[src/rtl/lsu_pkg.sv]
// Shared constants and types for the load/store unit: funct3 codes, FSM states, address limit.
package lsu_pkg;

  localparam logic [2:0] F3_B  = 3'b000;
  localparam logic [2:0] F3_H  = 3'b001;
  localparam logic [2:0] F3_W  = 3'b010;
  localparam logic [2:0] F3_BU = 3'b100;
  localparam logic [2:0] F3_HU = 3'b101;

  localparam logic [31:0] ADDR_LIMIT_DEFAULT = 32'h0000_1000;

  typedef enum logic [2:0] {
    S_IDLE,
    S_LOAD,
    S_RMW_READ,
    S_WRITE,
    S_RESP
  } lsu_state_t;

endpackage

[src/rtl/lsu_if.sv]
// Core-side request/response bundle of the load/store unit; master = core, slave = LSU.
interface lsu_if;

  logic        req_valid;
  logic        req_ready;
  logic        req_we;
  logic [2:0]  req_funct3;
  logic [31:0] req_addr;
  logic [31:0] req_wdata;
  logic        resp_valid;
  logic        resp_err;
  logic [31:0] resp_rdata;

  modport master (
    output req_valid, req_we, req_funct3, req_addr, req_wdata,
    input  req_ready, resp_valid, resp_err, resp_rdata
  );

  modport slave (
    input  req_valid, req_we, req_funct3, req_addr, req_wdata,
    output req_ready, resp_valid, resp_err, resp_rdata
  );

endinterface

[src/rtl/lsu_align.sv]
// Combinational datapath: load byte/half extract with extension, store lane merge, request error decode.
module lsu_align
  import lsu_pkg::*;
#(
  parameter logic [31:0] ADDR_LIMIT = ADDR_LIMIT_DEFAULT
) (
  input  logic [31:0] ld_word,
  input  logic [1:0]  offset,
  input  logic [2:0]  funct3,
  output logic [31:0] ld_data,
  input  logic [31:0] st_old,
  input  logic [31:0] st_wdata,
  output logic [31:0] st_word,
  input  logic        chk_we,
  input  logic [31:0] chk_addr,
  input  logic [2:0]  chk_funct3,
  output logic        chk_err
);

  logic [7:0]  byte_sel;
  logic [15:0] half_sel;
  logic [1:0]  size_m1;
  logic        illegal;
  logic        misaligned;
  logic [32:0] last_byte;

  always_comb begin
    byte_sel = ld_word[7:0];
    case (offset)
      2'd1:    byte_sel = ld_word[15:8];
      2'd2:    byte_sel = ld_word[23:16];
      2'd3:    byte_sel = ld_word[31:24];
      default: byte_sel = ld_word[7:0];
    endcase
    half_sel = offset[1] ? ld_word[31:16] : ld_word[15:0];

    case (funct3)
      F3_B:    ld_data = {{24{byte_sel[7]}}, byte_sel};
      F3_H:    ld_data = {{16{half_sel[15]}}, half_sel};
      F3_W:    ld_data = ld_word;
      F3_BU:   ld_data = {24'b0, byte_sel};
      F3_HU:   ld_data = {16'b0, half_sel};
      default: ld_data = 32'b0;
    endcase
  end

  // Only the addressed lanes change; the rest of the word comes from the RMW read.
  always_comb begin
    st_word = st_old;
    case (funct3)
      F3_B: begin
        case (offset)
          2'd0:    st_word[7:0]   = st_wdata[7:0];
          2'd1:    st_word[15:8]  = st_wdata[7:0];
          2'd2:    st_word[23:16] = st_wdata[7:0];
          default: st_word[31:24] = st_wdata[7:0];
        endcase
      end
      F3_H: begin
        if (offset[1]) st_word[31:16] = st_wdata[15:0];
        else           st_word[15:0]  = st_wdata[15:0];
      end
      F3_W:    st_word = st_wdata;
      default: st_word = st_old;
    endcase
  end

  always_comb begin
    size_m1    = 2'd0;
    illegal    = 1'b0;
    misaligned = 1'b0;
    case (chk_funct3)
      F3_B:  size_m1 = 2'd0;
      F3_BU: begin size_m1 = 2'd0; illegal = chk_we; end
      F3_H:  begin size_m1 = 2'd1; misaligned = chk_addr[0]; end
      F3_HU: begin size_m1 = 2'd1; misaligned = chk_addr[0]; illegal = chk_we; end
      F3_W:  begin size_m1 = 2'd3; misaligned = |chk_addr[1:0]; end
      default: illegal = 1'b1;
    endcase
    // 33-bit sum so an access near 0xFFFF_FFFF cannot wrap below the limit.
    last_byte = {1'b0, chk_addr} + {31'b0, size_m1};
    chk_err   = illegal | misaligned | (last_byte >= {1'b0, ADDR_LIMIT});
  end

endmodule

[src/rtl/load_store_unit.sv]
// RV32I load/store unit: one request in flight, sub-word stores by read-modify-write on a word memory.
// Latency from accept: error 1 cycle, load/SW 2 cycles, SB/SH 3 cycles; req_ready only when idle.
module load_store_unit
  import lsu_pkg::*;
#(
  parameter logic [31:0] ADDR_LIMIT = ADDR_LIMIT_DEFAULT
) (
  input  logic        clk,
  input  logic        reset,
  lsu_if.slave        core,
  output logic [31:0] mem_address,
  output logic [31:0] mem_wdata,
  input  logic [31:0] mem_rdata,
  output logic        mem_we
);

  lsu_state_t  state_q, state_d;
  logic [31:0] addr_q, addr_d;
  logic [2:0]  funct3_q, funct3_d;
  logic        we_q, we_d;
  logic [31:0] wdata_q, wdata_d;
  logic        err_q, err_d;
  logic [31:0] rdata_q, rdata_d;
  logic [31:0] mem_wdata_q, mem_wdata_d;

  logic [31:0] ld_data;
  logic [31:0] st_word;
  logic        chk_err;

  lsu_align #(.ADDR_LIMIT(ADDR_LIMIT)) u_align (
    .ld_word    (mem_rdata),
    .offset     (addr_q[1:0]),
    .funct3     (funct3_q),
    .ld_data    (ld_data),
    .st_old     (mem_rdata),
    .st_wdata   (wdata_q),
    .st_word    (st_word),
    .chk_we     (core.req_we),
    .chk_addr   (core.req_addr),
    .chk_funct3 (core.req_funct3),
    .chk_err    (chk_err)
  );

  always_comb begin
    state_d     = state_q;
    addr_d      = addr_q;
    funct3_d    = funct3_q;
    we_d        = we_q;
    wdata_d     = wdata_q;
    err_d       = err_q;
    rdata_d     = rdata_q;
    mem_wdata_d = mem_wdata_q;
    case (state_q)
      S_IDLE: begin
        if (core.req_valid) begin
          addr_d   = core.req_addr;
          funct3_d = core.req_funct3;
          we_d     = core.req_we;
          wdata_d  = core.req_wdata;
          err_d    = chk_err;
          rdata_d  = 32'b0;
          if (chk_err) begin
            state_d = S_RESP;
          end else if (!core.req_we) begin
            state_d = S_LOAD;
          end else if (core.req_funct3 == F3_W) begin
            state_d     = S_WRITE;
            mem_wdata_d = core.req_wdata;
          end else begin
            state_d = S_RMW_READ;
          end
        end
      end
      S_LOAD: begin
        rdata_d = ld_data;
        state_d = S_RESP;
      end
      S_RMW_READ: begin
        // Merge against the word as read now, so the write cycle only drives registered data.
        mem_wdata_d = st_word;
        state_d     = S_WRITE;
      end
      S_WRITE: state_d = S_RESP;
      S_RESP:  state_d = S_IDLE;
      default: state_d = S_IDLE;
    endcase
  end

  always_ff @(posedge clk or posedge reset) begin
    if (reset) begin
      state_q     <= S_IDLE;
      addr_q      <= 32'b0;
      funct3_q    <= 3'b0;
      we_q        <= 1'b0;
      wdata_q     <= 32'b0;
      err_q       <= 1'b0;
      rdata_q     <= 32'b0;
      mem_wdata_q <= 32'b0;
    end else begin
      state_q     <= state_d;
      addr_q      <= addr_d;
      funct3_q    <= funct3_d;
      we_q        <= we_d;
      wdata_q     <= wdata_d;
      err_q       <= err_d;
      rdata_q     <= rdata_d;
      mem_wdata_q <= mem_wdata_d;
    end
  end

  logic mem_active;
  assign mem_active      = (state_q == S_LOAD) || (state_q == S_RMW_READ) || (state_q == S_WRITE);
  assign mem_address     = mem_active ? {addr_q[31:2], 2'b00} : 32'b0;
  assign mem_wdata       = mem_wdata_q;
  assign mem_we          = (state_q == S_WRITE) && we_q;
  assign core.req_ready  = (state_q == S_IDLE);
  assign core.resp_valid = (state_q == S_RESP);
  assign core.resp_err   = (state_q == S_RESP) && err_q;
  assign core.resp_rdata = rdata_q;

endmodule

[src/flat_wrapper.sv]
// flat-port wrapper written by rule: the top's interface ports become plain ports
module load_store_unit_flat import lsu_pkg::*;
#(
  parameter logic [31:0] ADDR_LIMIT = ADDR_LIMIT_DEFAULT
)
  (clk, reset, mem_address, mem_wdata, mem_rdata, mem_we, core_req_valid, core_req_we, core_req_funct3, core_req_addr, core_req_wdata, core_req_ready, core_resp_valid, core_resp_err, core_resp_rdata);
  lsu_if core_i ();
  input  logic clk;
  input  logic reset;
  output logic [31:0] mem_address;
  output logic [31:0] mem_wdata;
  input  logic [31:0] mem_rdata;
  output logic mem_we;
  input wire logic [$bits(core_i.req_valid)-1:0] core_req_valid;
  input wire logic [$bits(core_i.req_we)-1:0] core_req_we;
  input wire logic [$bits(core_i.req_funct3)-1:0] core_req_funct3;
  input wire logic [$bits(core_i.req_addr)-1:0] core_req_addr;
  input wire logic [$bits(core_i.req_wdata)-1:0] core_req_wdata;
  output wire logic [$bits(core_i.req_ready)-1:0] core_req_ready;
  output wire logic [$bits(core_i.resp_valid)-1:0] core_resp_valid;
  output wire logic [$bits(core_i.resp_err)-1:0] core_resp_err;
  output wire logic [$bits(core_i.resp_rdata)-1:0] core_resp_rdata;
  assign core_i.req_valid = core_req_valid;
  assign core_i.req_we = core_req_we;
  assign core_i.req_funct3 = core_req_funct3;
  assign core_i.req_addr = core_req_addr;
  assign core_i.req_wdata = core_req_wdata;
  assign core_req_ready = core_i.req_ready;
  assign core_resp_valid = core_i.resp_valid;
  assign core_resp_err = core_i.resp_err;
  assign core_resp_rdata = core_i.resp_rdata;
  load_store_unit #(.ADDR_LIMIT(ADDR_LIMIT)) u_core (.clk(clk), .reset(reset), .core(core_i), .mem_address(mem_address), .mem_wdata(mem_wdata), .mem_rdata(mem_rdata), .mem_we(mem_we));
endmodule
[config.mk]
export PLATFORM = sky130hd
export DESIGN_NAME = load_store_unit_flat
export DESIGN_NICKNAME = d
export VERILOG_FILES = /design/src/rtl/lsu_pkg.sv /design/src/rtl/lsu_if.sv /design/src/rtl/lsu_align.sv /design/src/rtl/load_store_unit.sv /design/src/flat_wrapper.sv
export SDC_FILE = /design/constraint.sdc
export NUM_CORES = 1
export LEC_CHECK = 0
export CORE_ASPECT_RATIO = 0.8
export CORE_MARGIN = 2
export CORE_UTILIZATION = 45
export CTS_CLUSTER_DIAMETER = 120
export CTS_CLUSTER_SIZE = 25
export DETAILED_ROUTE_END_ITERATION = 12
export PLACE_DENSITY = 0.72
export SLEW_MARGIN = 20
export SYNTH_ARGS = -nofsm -noshare
export SYNTH_HDL_FRONTEND = slang
export SYNTH_SLANG_ARGS = --single-unit
[constraint.sdc]
create_clock -name clk -period 10.3 [get_ports clk]
set_input_delay 2.06 -clock clk [delete_from_list [all_inputs] [get_ports clk]]
set_output_delay 2.06 -clock clk [all_outputs]
set_load 0.02 [all_outputs]
# == Yosys cells after proc, flatten, opt, wreduce, memory -nomap -nowiden ==
# Index checks and enable logic that the tools add are counted.
# op_classes
n_reduce_logical,19
bitwise_logic,2
magnitude_cmp,1
mul,0
shift,0
n_addsub,1
mux,26
div_mod_pow,0
eq_ne,19
# ops
cell,count
$mux 32,6
$pmux 32 s5,1
$pmux 32 s2,2
$pmux 32 s3,1
$mux 16,3
$add 32x2->33,1
$ge 33x13->1 const B,1
$mux 8,4
$pmux 8 s3,1
$eq 3x3->1 const B,5
$eq 3x2->1 const B,4
$eq 3x1->1 const B,3
$logic_not 3->1,3
$mux 3,3
$pmux 3 s3,1
$reduce_or 2->1,4
$ne 2x2->1 const B,3
$reduce_or 3->1,2
$reduce_and 5->1,1
$eq 2x2->1 const B,2
$pmux 1 s2,2
$pmux 2 s2,1
$reduce_and 2->1,2
$reduce_bool 2->1,2
7 further kinds,10
# totals
mem_bits_rw,0
wordCells,76
inputBits,103
memories,0
latch_bits,0
rom_bits,0
register_bits,136
out_inout_bits,100

# == Logic depth before layout (Yosys ltp) ==
# Gate-level depths: netlist (run 1).
# depth
word_depth,9
mapped_depth,14

# == Hierarchy ==
# From an unflattened synthesis (run 1), not the netlist that was laid out.
# unflattened
hier_cells,750
hier_area_um2,7641.1
# by_module_without_submodules
module,seq_area_each_um2,cells_per_inst,n_inst,area_per_inst_um2
load_store_unit,3403.3,464,1,5736.8
lsu_align,0.0,286,1,1904.3

# == Least setup slack after synthesis (run 1) ==
# No wires, ideal clock.
# synth_path
path_type,input to register
start,in core_req_funct3[2]
end,reg u_core.mem_wdata_q[10] (netlist: u_core.mem_wdata[10])
arrival_time_ns,4.495
cell_stages,14
setup_time_ns,0.125
path_slack_ns,5.680
required_time_ns,10.175
path_buffers,1
path_cell_list,nor2_1 nand2_1 o21ai_0 ha_1 fa_1 nand3_1 or3_4 nor2_1 a41oi_1 nor4b_2 nand4_2 nand2_2 buf_4 mux2_2
# synth_via
elab_chain_len,8
# synth_lines
item,line,rtl
start: declaration,flat_wrapper.sv:16,input wire logic [$bits(core_i.req_funct3)-1:0] core_req_funct3;
$eq 3x3->1 or $eq 3x1->1 (tied branches),lsu_align.sv:72,case (chk_funct3)
$reduce_or 2->1 (no source line),n/a,
$pmux 2 s2,lsu_align.sv:72,
$add 32x2->33,lsu_align.sv:81,"last_byte = {1'b0, chk_addr} + {31'b0, size_m1};"
$ge 33x13->1,lsu_align.sv:82,"chk_err = illegal | misaligned | (last_byte >= {1'b0, ADDR_LIMIT});"
$or 1x1->1,lsu_align.sv:82,
$ne 2x2->1 (no source line),n/a,
$reduce_and 5->1 (no source line) *,n/a,
end signal: assignment,load_store_unit.sv:107,mem_wdata_q <= mem_wdata_d;
end: declaration,load_store_unit.sv:24,"logic [31:0] mem_wdata_q, mem_wdata_d;"
# Mark *: on every way between the ends. The rest lies on a longest branch, timed or not.
# A chain may end at the register's enable or synchronous reset.

# == Worst setup path after layout (run 1) ==
# layout_path
start,in core_req_funct3[0]
end,reg u_core.mem_wdata_q[21] (netlist: u_core.mem_wdata[21])
# Same word-level chain as after synthesis.

==> results.txt, run 1 <==
DR vias/cell: 5.96
Mapped Area: 7570 um^2
Total number of yosys warnings: 0
Fmax: 0.189 GHz
Library cells used by synthesis: 66
Slew headroom: 0.335
Post-synth EDFFs: 0
Crit path DAT: 5580 ps
Hold buffer count at cts: 0
Reg clk slew, reported paths: 60 ps
Top cells by area, synth: dfrtp_1 (45%), mux2_2 (12%), o21ai_0 (3.7%)
Rows: 42
Clock Latency Late Sink: 430 ps
Core ar.: 16500 um^2
Antenna violations before repair: 0
Final Hold Fails: 0
Post-synth top area share: 0.449
DIE WIDTH: 149 um
Critical path class: in2reg
Share of layout cells above drive strength 1: 0.155
Antenna viol nets, final: 0
Grt total ovfl: 0
Vias in the first global route: 6433
Top Usage Layer GRT: met1
Initial DRC Count: 668
Detailed-route wire length per cell: 21.3 um
PortBufs: 200
Status: complete, no violations
# setup viols final: 0
Area delta synth->final: 36.8%
Syn_area_per_cell: 10.0 um^2
Leak: 4.20 nW
Post-CTS Setup Bufs: 0
Period minus WS final: 5280 ps
Placer Congestion: 0.929
Worst EP required: 10600 ps
Crit end category: flip-flop
Estimated wirelength of the detail-placed design: 17.9 mm
GRT Total Usage: 0.279
Placed Cells: 1130
Die H: 120 um
M3 GR Usage: 0.0734
Cell type with the largest total area after synthesis: dfrtp_1
IO Pins: 203
Slew at the pin closest to its max-slew limit: 992 ps
Drt pass-1 iters: 5
Max rail drop VDD: 112 uV
Register area share after synthesis: 0.449
Final slew viol count: 0
MaxCap Viol Count: 0
Die area: 17900 um^2
TritonCTS clock tree: yes
First-pass GRT wire length: 38.0 mm
PwrDens: 151 nW/um^2
H-Tree Depth: 4
Top FF cell, synth: dfrtp_1
Worst hold margin: 479 ps
DRT Wirelength: 24.7 mm
Inserted Clock Buffers: 17
Starting Density: 0.459
GR Util met1: 0.432
Flops & latches, synth: 136
Area of the multi-input gates: 3890 um^2
Async SR Flop Fraction: 1.00
Period utilization: 0.513
Cells after Synth: 757
Fillers: 1380
Layout Nets: 1035
Min-Delay Path Class: reg2reg
Routed vias: 6928
Global Route met2 Usage: 0.381
Setup tns final: 0 ps
Max Root-Sink Buffers: 2
RSZ-0062 raised after global routing: false
Largest net degree at the start of global routing: 76
Resize count post-CTS: 0
Register area: 3400 um^2
Final Skew: 10.4 ps
Setup crit start kind: primary input
Clock sink count: 136
Non-Filler Instances: 1162
# DRC: 0
Worst-path maximum fanout: 24
Inserted Diodes: 0
Root Driver: clkbuf_16
==> cell usage after synthesis (3+ instances only) <==
cell / instances
o21ai_0: 56
and2_1: 35
nand3_1: 20
buf_2: 3
a21oi_1: 49
mux4_2: 8
and4_1: 3
buf_1: 3
o31ai_1: 3
mux2i_1: 14
o21a_1: 4
a31oi_1: 14
nor2_1: 41
clkbuf_1: 45
nor2b_1: 3
o221ai_1: 7
nor3_1: 8
inv_1: 17
a221o_1: 3
nand2_1: 73
a221oi_1: 21
buf_4: 6
nand4_1: 4
and3_1: 9
a32oi_1: 3
a211oi_1: 8
nand2b_1: 5
o211ai_1: 3
a21o_1: 3
or3_1: 4
a22oi_1: 16
nor4_1: 3
mux2_2: 79
a22o_1: 5
o21ai_1: 6
dfrtp_1: 136
==> area by class of cell <==
class,instances,area share
timing repair buffer,209,0.200
inverter,18,0.00700
sequential,136,0.328
tap,220,0.0266
multi-input combinational,547,0.376
clock inverter,13,0.0210
clock buffer,19,0.0418
==> flip-flops by register name (all words and copies together), names as in the netlist <==
name                    flops
u_core.err_q                1
u_core.core.resp_rdata     32
u_core.we_q                 1
u_core.funct3_q             3
u_core.addr_q              32
u_core.mem_wdata           32
u_core.state_q              3
u_core.wdata_q             32
==> placed cells by master (no fill, tap or decap), drive strengths merged, types with 7 or more instances in the layout <==
master	count
a211oi	9
a21oi	49
a221oi	21
a22oi	16
a31oi	14
and2	36
and3	9
buf	9
clkbuf	19
clkdlybuf4s50	200
dfrtp	136
inv	20
mux2	79
mux2i	14
mux4	8
nand2	74
nand3	20
nand4	7
nor2	41
nor3	9
o21ai	62
o221ai	7
==> where the power goes <==
part	switching (mW)	internal [mW]	leakage [nW]	total, mW
registers	0.0422	0.577	1.68	0.619
clock network	0.245	0.433	0.309	0.678
logic	0.143	0.123	2.21	0.266
total	0.430	1.13	4.20	1.56
==> logic make-up after synthesis <==
family	share of synthesized area
AO/OA/AOI/OAI	0.186
XOR/XNOR	0.00116
adder cells (fa/ha/maj)	0.00595
buffers and inverters	0.0406
flip-flops	0.449
multiplexers	0.160
other	0.000495
AND/OR/NAND/NOR	0.157
==> per-layer routing <==
metal	vias up	share of wire
met5	-	0
met4	0	0.023
met3	46	0.097
met2	369	0.42
met1	3353	0.46
li1	3160	-
==> worst paths after layout <==
check | startpoint | endpoint | slack, ps | depth (start not counted)
setup / recovery | core_req_funct3[0] | u_core.mem_wdata[21] | 5020 | 15
hold / removal | u_core.core.resp_rdata[27] | u_core.core.resp_rdata[27] | 480 | 2
setup reg to reg | u_core.funct3_q[0] | u_core.mem_wdata[30] | 7550 | 6
hold reg to reg | u_core.core.resp_rdata[27] | u_core.core.resp_rdata[27] | 480 | 2
max in group asynchronous | reset | u_core.wdata_q[6] | 6850 | 3
min in group asynchronous | reset | u_core.addr_q[30] | 2090 | 2
==> worst max-delay path, cell delays in order <==
cell and delay (ps):
clkdlybuf4s50_1 480, nor2_1 120, nand2_1 130, o21ai_0 110, ha_1 210, fa_1 180, nand3_1 130, or3_4 380
nor2_1 190, a41oi_1 170, nor4b_2 320, nand4_2 150, buf_4 260, nand2_2 290, mux2_2 380
==> per-stage QoR <==
stage               instance area, um^2  power, mW   util  setup slack (ps)
finish                            10400       1.56  0.628              5020
global route                      10400       1.62  0.628              4820
CTS                               10400       1.57  0.628              5060
detailed placement                 9700      0.888  0.588              4630
global placement                   9700      0.884  0.588              4740
floorplan                          7580      0.772      -              4600
Power figures use the tool's default switching activity.
==> inputs of run 2 (changes only) <==
==> constraint.sdc (replaced) <==
create_clock -name clk -period 5.47 [get_ports clk]
set_input_delay 1.094 -clock clk [delete_from_list [all_inputs] [get_ports clk]]
set_output_delay 1.094 -clock clk [all_outputs]
set_load 0.02 [all_outputs]
==> run 2 against run 1 <==
Utilization shrank 0.20 points. Total power grew 83%. Combinational power grew 90%. Die area is the same. Non-clock buffer count is the same. Setup slack lost 3700 ps. Routed wire length grew 0.48%. Clock power grew 76%. Critical endpoint is now u_core.mem_wdata[18].
==> results.txt, run 2 (synthesis results as in run 1) <==
Worst hold margin: 478 ps
Crit path DAT: 4490 ps
Period utilization: 0.764
Placer Congestion: 0.945
Estimated wirelength of the detail-placed design: 17.9 mm
DIE WIDTH: 149 um
GRT Total Usage: 0.280
Starting Density: 0.459
Clock sink count: 136
IO Pins: 203
Inserted Clock Buffers: 17
Grt total ovfl: 0
Area after DPL: 9710 um^2
Commonest non-fill, non-tap cell in the layout: clkdlybuf4s50_1
Sw Ratio: 0.283
# DRC: 0
Logic pwr share: 0.176
Slew headroom: 0.264
Max Root-Sink Buffers: 2
PwrDens: 277 nW/um^2
Setup tns final: 0 ps
Antenna violations before repair: 0
Antenna viol nets, final: 0
Core ar.: 16500 um^2
Rows: 42
TritonCTS clock tree: yes
Fmax: 0.239 GHz
CP dominant cell by count: nor2_1
Largest net degree at the start of global routing: 113
Period minus WS final: 4180 ps
Max rail drop VDD: 233 uV
H-Tree Depth: 4
Drt pass-1 iters: 6
Share of layout cells above drive strength 1: 0.155
Ordered list of cells on the worst path: clkdlybuf4s50_1, nor2_1, nand2_1, o21ai_0, ha_1, fa_1, nand3_1, or3_4, nor2_1, a41oi_1, nor4b_2, nand4_2, buf_4, and2_1, a22o_1
Leak: 4.19 nW
Worst-path maximum fanout: 23
Vias in the first global route: 6442
Most frequent cells in the layout: clkdlybuf4s50_1 (200), dfrtp_1 (136), mux2_2 (79), nand2_1 (73), o21ai_0 (56)
Critical path class: in2reg
Worst EP required: 5780 ps
Inserted Diodes: 0
Min-Delay Path Class: reg2reg
Root Driver: clkbuf_16
Area delta synth->final: 36.4%
Die area: 17900 um^2
Reg clk slew, reported paths: 60 ps
# setup viols final: 0
Hold buffer count at cts: 0
Setup crit start kind: primary input
Final slew viol count: 0
Die H: 120 um
Status: complete, no violations
Post-CTS Setup Bufs: 0
Pint: 2.05 mW
Crit end category: flip-flop
Slew at the pin closest to its max-slew limit: 1100 ps
Final Hold Fails: 0
Initial DRC Count: 902
Clock power frac: 0.416
Final instance area: 10300 um^2
PortBufs: 200
DRT Wirelength: 24.8 mm
DR vias/cell: 5.90
Critical-path top delay cell: clkdlybuf4s50_1
Routed vias: 6861
Switching Power: 0.809 mW
Buf/Inv on CP: 2
First-pass GRT wire length: 38.0 mm
Layout Nets: 1035
CP max stage delay: 480 ps
MaxCap Viol Count: 0
CP delay by family, top: simple AND/OR/NAND/NOR gates
Detailed-route wire length per cell: 21.4 um
Clock Latency Late Sink: 420 ps
Final Skew: 10.8 ps
Flop pwr share: 0.408
Resize count post-CTS: 0
RSZ-0062 raised after global routing: false
run 2: worst paths after layout:
kind                            cells after the start                  startpoint                         end  slack (ps)
worst max-delay path                               15          core_req_funct3[0]        u_core.mem_wdata[18]        1290
worst min-delay path                                2  u_core.core.resp_rdata[25]  u_core.core.resp_rdata[25]         480
worst max register to register                      6          u_core.funct3_q[0]        u_core.mem_wdata[30]        2650
worst min register to register                      2  u_core.core.resp_rdata[25]  u_core.core.resp_rdata[25]         480
max in group asynchronous                           3                       reset           u_core.wdata_q[6]        3360
min in group asynchronous                           2                       reset           u_core.addr_q[30]        1230
run 2: routing by layer:
metal | up-vias | global-route usage | share of wire
met2 | 349 | 0.386 | 0.42
met5 | - | 0 | 0
met4 | 0 | 0.0804 | 0.017
met3 | 40 | 0.0635 | 0.088
met1 | 3326 | 0.437 | 0.47
li1 | 3146 | - | -
run 2: cell type report:
cell class	count	area [um^2]
inverter	18	75.1
timing repair buffer	209	2070
sequential	136	3400
tap	220	275
multi-input combinational	547	3890
clock buffer	19	443
clock inverter	13	170
fill	1425	6170
run 2: worst register-to-register path: cells and delay by family (launching register included):
| kind | cells | cell delay [ps] |
|---|---|---|
| AOI/OAI and AO/OA | 2 | 480 |
| muxes | 1 | 200 |
| and+or+nand+nor | 3 | 1430 |
| DFF | 1 | 670 |
run 2: power by group through the flow:
stage	sequential, mW	clock (mW)	combinational, mW
global route	1.18	1.25	0.543
floorplan	1.15	0	0.307
global placement	1.18	0	0.489
finish	1.17	1.19	0.505
detailed placement	1.18	0	0.494
CTS	1.16	1.20	0.497
run 2: through the flow:
step                setup WS [ps]  instances   util  total power [mW]
global route                 1020       1162  0.626              2.97
CTS                          1320       1162  0.626              2.87
floorplan                     737        758      -              1.45
detailed placement            880       1130  0.588              1.67
finish                       1290       1162  0.626              2.86
global placement              959       1130  0.588              1.67
==> inputs of run 3 (changes only) <==
==> constraint.sdc (replaced) <==
create_clock -name clk -period 4 [get_ports clk]
set_input_delay 0.8 -clock clk [delete_from_list [all_inputs] [get_ports clk]]
set_output_delay 0.8 -clock clk [all_outputs]
set_load 0.02 [all_outputs]
==> run 3 against run 2 <==
Sequential share of layout area is 0.63 points lower. Cell count is 1.9% higher. Utilization is 1.2 points higher. Clock power is 44% higher. Clock skew is 0.88 ps lower. Die area stayed put. Sequential cell count stayed put. Non-clock buffer count is 22 higher. Sequential power is 36% higher. Setup slack worse by 990 ps. Critical endpoint is now u_core.mem_wdata[25].
==> results.txt, run 3 (synthesis results as in run 1) <==
Most frequent cells in the layout: clkdlybuf4s50_1 (200), dfrtp_1 (136), mux2_2 (79), nand2_1 (73), o21ai_0 (56)
Non-Filler Instances: 1184
DIE WIDTH: 149 um
Final slew viol count: 0
First-pass GRT wire length: 38.8 mm
Core ar.: 16500 um^2
IO Pins: 203
Layout Nets: 1057
Largest net degree at the start of global routing: 74
Final Hold Fails: 0
Die area: 17900 um^2
Total power: 4.01 mW
Worst hold path startpoint: u_core.core.resp_rdata[27]
Hold Path Sink: u_core.core.resp_rdata[27]
Worst-path maximum fanout: 22
GRT Total Usage: 0.285
Setup tns final: 0 ps
Final instance area: 10500 um^2
Estimated wirelength of the detail-placed design: 18.2 mm
Die H: 120 um
R2R cell count: 7
CP dominant cell by count: nor2_1
Root Driver: clkbuf_16
Vias in the first global route: 6534
DRT Wirelength: 24.9 mm
Worst R2R End: u_core.mem_wdata[24]
Min-Delay Path Class: reg2reg
Antenna violations before repair: 0
Rows: 42
PortBufs: 200
TritonCTS clock tree: yes
Routed vias: 6985
Period minus WS final: 3700 ps
RSZ-0062 raised after global routing: true
WHS Path Cells: 2
Grt total ovfl: 0
Crit path DAT: 4000 ps
Clock Latency Late Sink: 430 ps
PwrDens: 381 nW/um^2
Critical R2R Launch: u_core.addr_q[1]
Reg clk slew, reported paths: 60 ps
Max Root-Sink Buffers: 2
Max rail drop VDD: 333 uV
Area delta synth->final: 39.0%
Placer Congestion: 0.912
Fmax: 0.270 GHz
Inserted Clock Buffers: 17
MaxCap Viol Count: 0
DR vias/cell: 5.90
Area of the multi-input gates: 3880 um^2
R2r setup slk: 1480 ps
Fillers: 1361
CP max stage delay: 440 ps
# setup viols final: 0
Starting Density: 0.459
Slew at the pin closest to its max-slew limit: 1020 ps
Critical path class: in2reg
Critical-path top delay cell: clkdlybuf4s50_1
Area after DPL: 9890 um^2
Share of layout cells above drive strength 1: 0.172
# DRC: 0
Inserted Diodes: 0
Commonest non-fill, non-tap cell in the layout: clkdlybuf4s50_1
Antenna viol nets, final: 0
Post-CTS Setup Bufs: 0
Leak: 4.31 nW
Initial DRC Count: 816
Final Skew: 9.93 ps
Worst EP required: 4300 ps
Slew headroom: 0.321
Drt pass-1 iters: 5
Register area: 3400 um^2
Final core utilization: 0.638
Placed Cells: 1152
Setup crit start kind: primary input
Clock sink count: 136
Status: complete, no violations
Period utilization: 0.925
Ordered list of cells on the worst path: clkdlybuf4s50_1, nor2_1, nand2_1, o21ai_0, ha_1, fa_1, nand3_1, or3_4, nor2_1, a41oi_1, nor4b_2, nand4_2, buf_4, mux2i_1, a21oi_1
Crit end category: flip-flop
H-Tree Depth: 4
Detailed-route wire length per cell: 21.1 um
run 3: critical path: cells and delay by family:
kind	cells	cell delay, ps
buffers and inverters	2	750
muxes	1	210
adders and majority gates	2	400
AOI/OAI and AO/OA	3	350
and+or+nand+nor	7	1480
run 3: timing repair:
action                     CTS  global route
resized for setup            0             1
hold endpoints to repair     0             0
hold buffers                 0             0
setup endpoints to repair    0             5
run 3: worst max-delay path by stage:
stage	startpoint	end	cells after the start
final	core_req_funct3[2]	u_core.mem_wdata[25]	15
after global routing	core_req_funct3[0]	u_core.mem_wdata[27]	15
after CTS	core_req_funct3[2]	u_core.mem_wdata[30]	14
after detailed placement	core_req_funct3[2]	u_core.mem_wdata[8]	14
after global placement	core_req_funct3[0]	u_core.mem_wdata[10]	14
after floorplan	core_req_funct3[2]	u_core.mem_wdata[10]	14
run 3: cell type report:
cell class / instances / share of cell area
clock buffer: 19 / 0.0421
multi-input combinational: 547 / 0.369
sequential: 136 / 0.323
clock inverter: 13 / 0.0183
timing repair buffer: 231 / 0.215
inverter: 18 / 0.00677
tap: 220 / 0.0261
run 3: metrics by stage:
step                hold slack (ps)  setup WS [ps]
CTS                             483            287
global placement                462          -61.0
global route                    497          -13.3
finish                          475            299
floorplan                       472            640
detailed placement              469           -152
run 3: power breakdown:
part           total [mW]  switching [mW]  internal [mW]
Clock                1.71           0.638           1.07
Combinational       0.712           0.379          0.333
Sequential           1.59           0.105           1.49
Total                4.01            1.12           2.89
run 3: metal layers:
metal / GRT usage / part of all wire / up-vias
met5: 0 / 0 / -
met4: 0.0940 / 0.023 / 0
met3: 0.0627 / 0.095 / 47
met2: 0.380 / 0.42 / 387
met1: 0.450 / 0.46 / 3360
li1: - / - / 3191
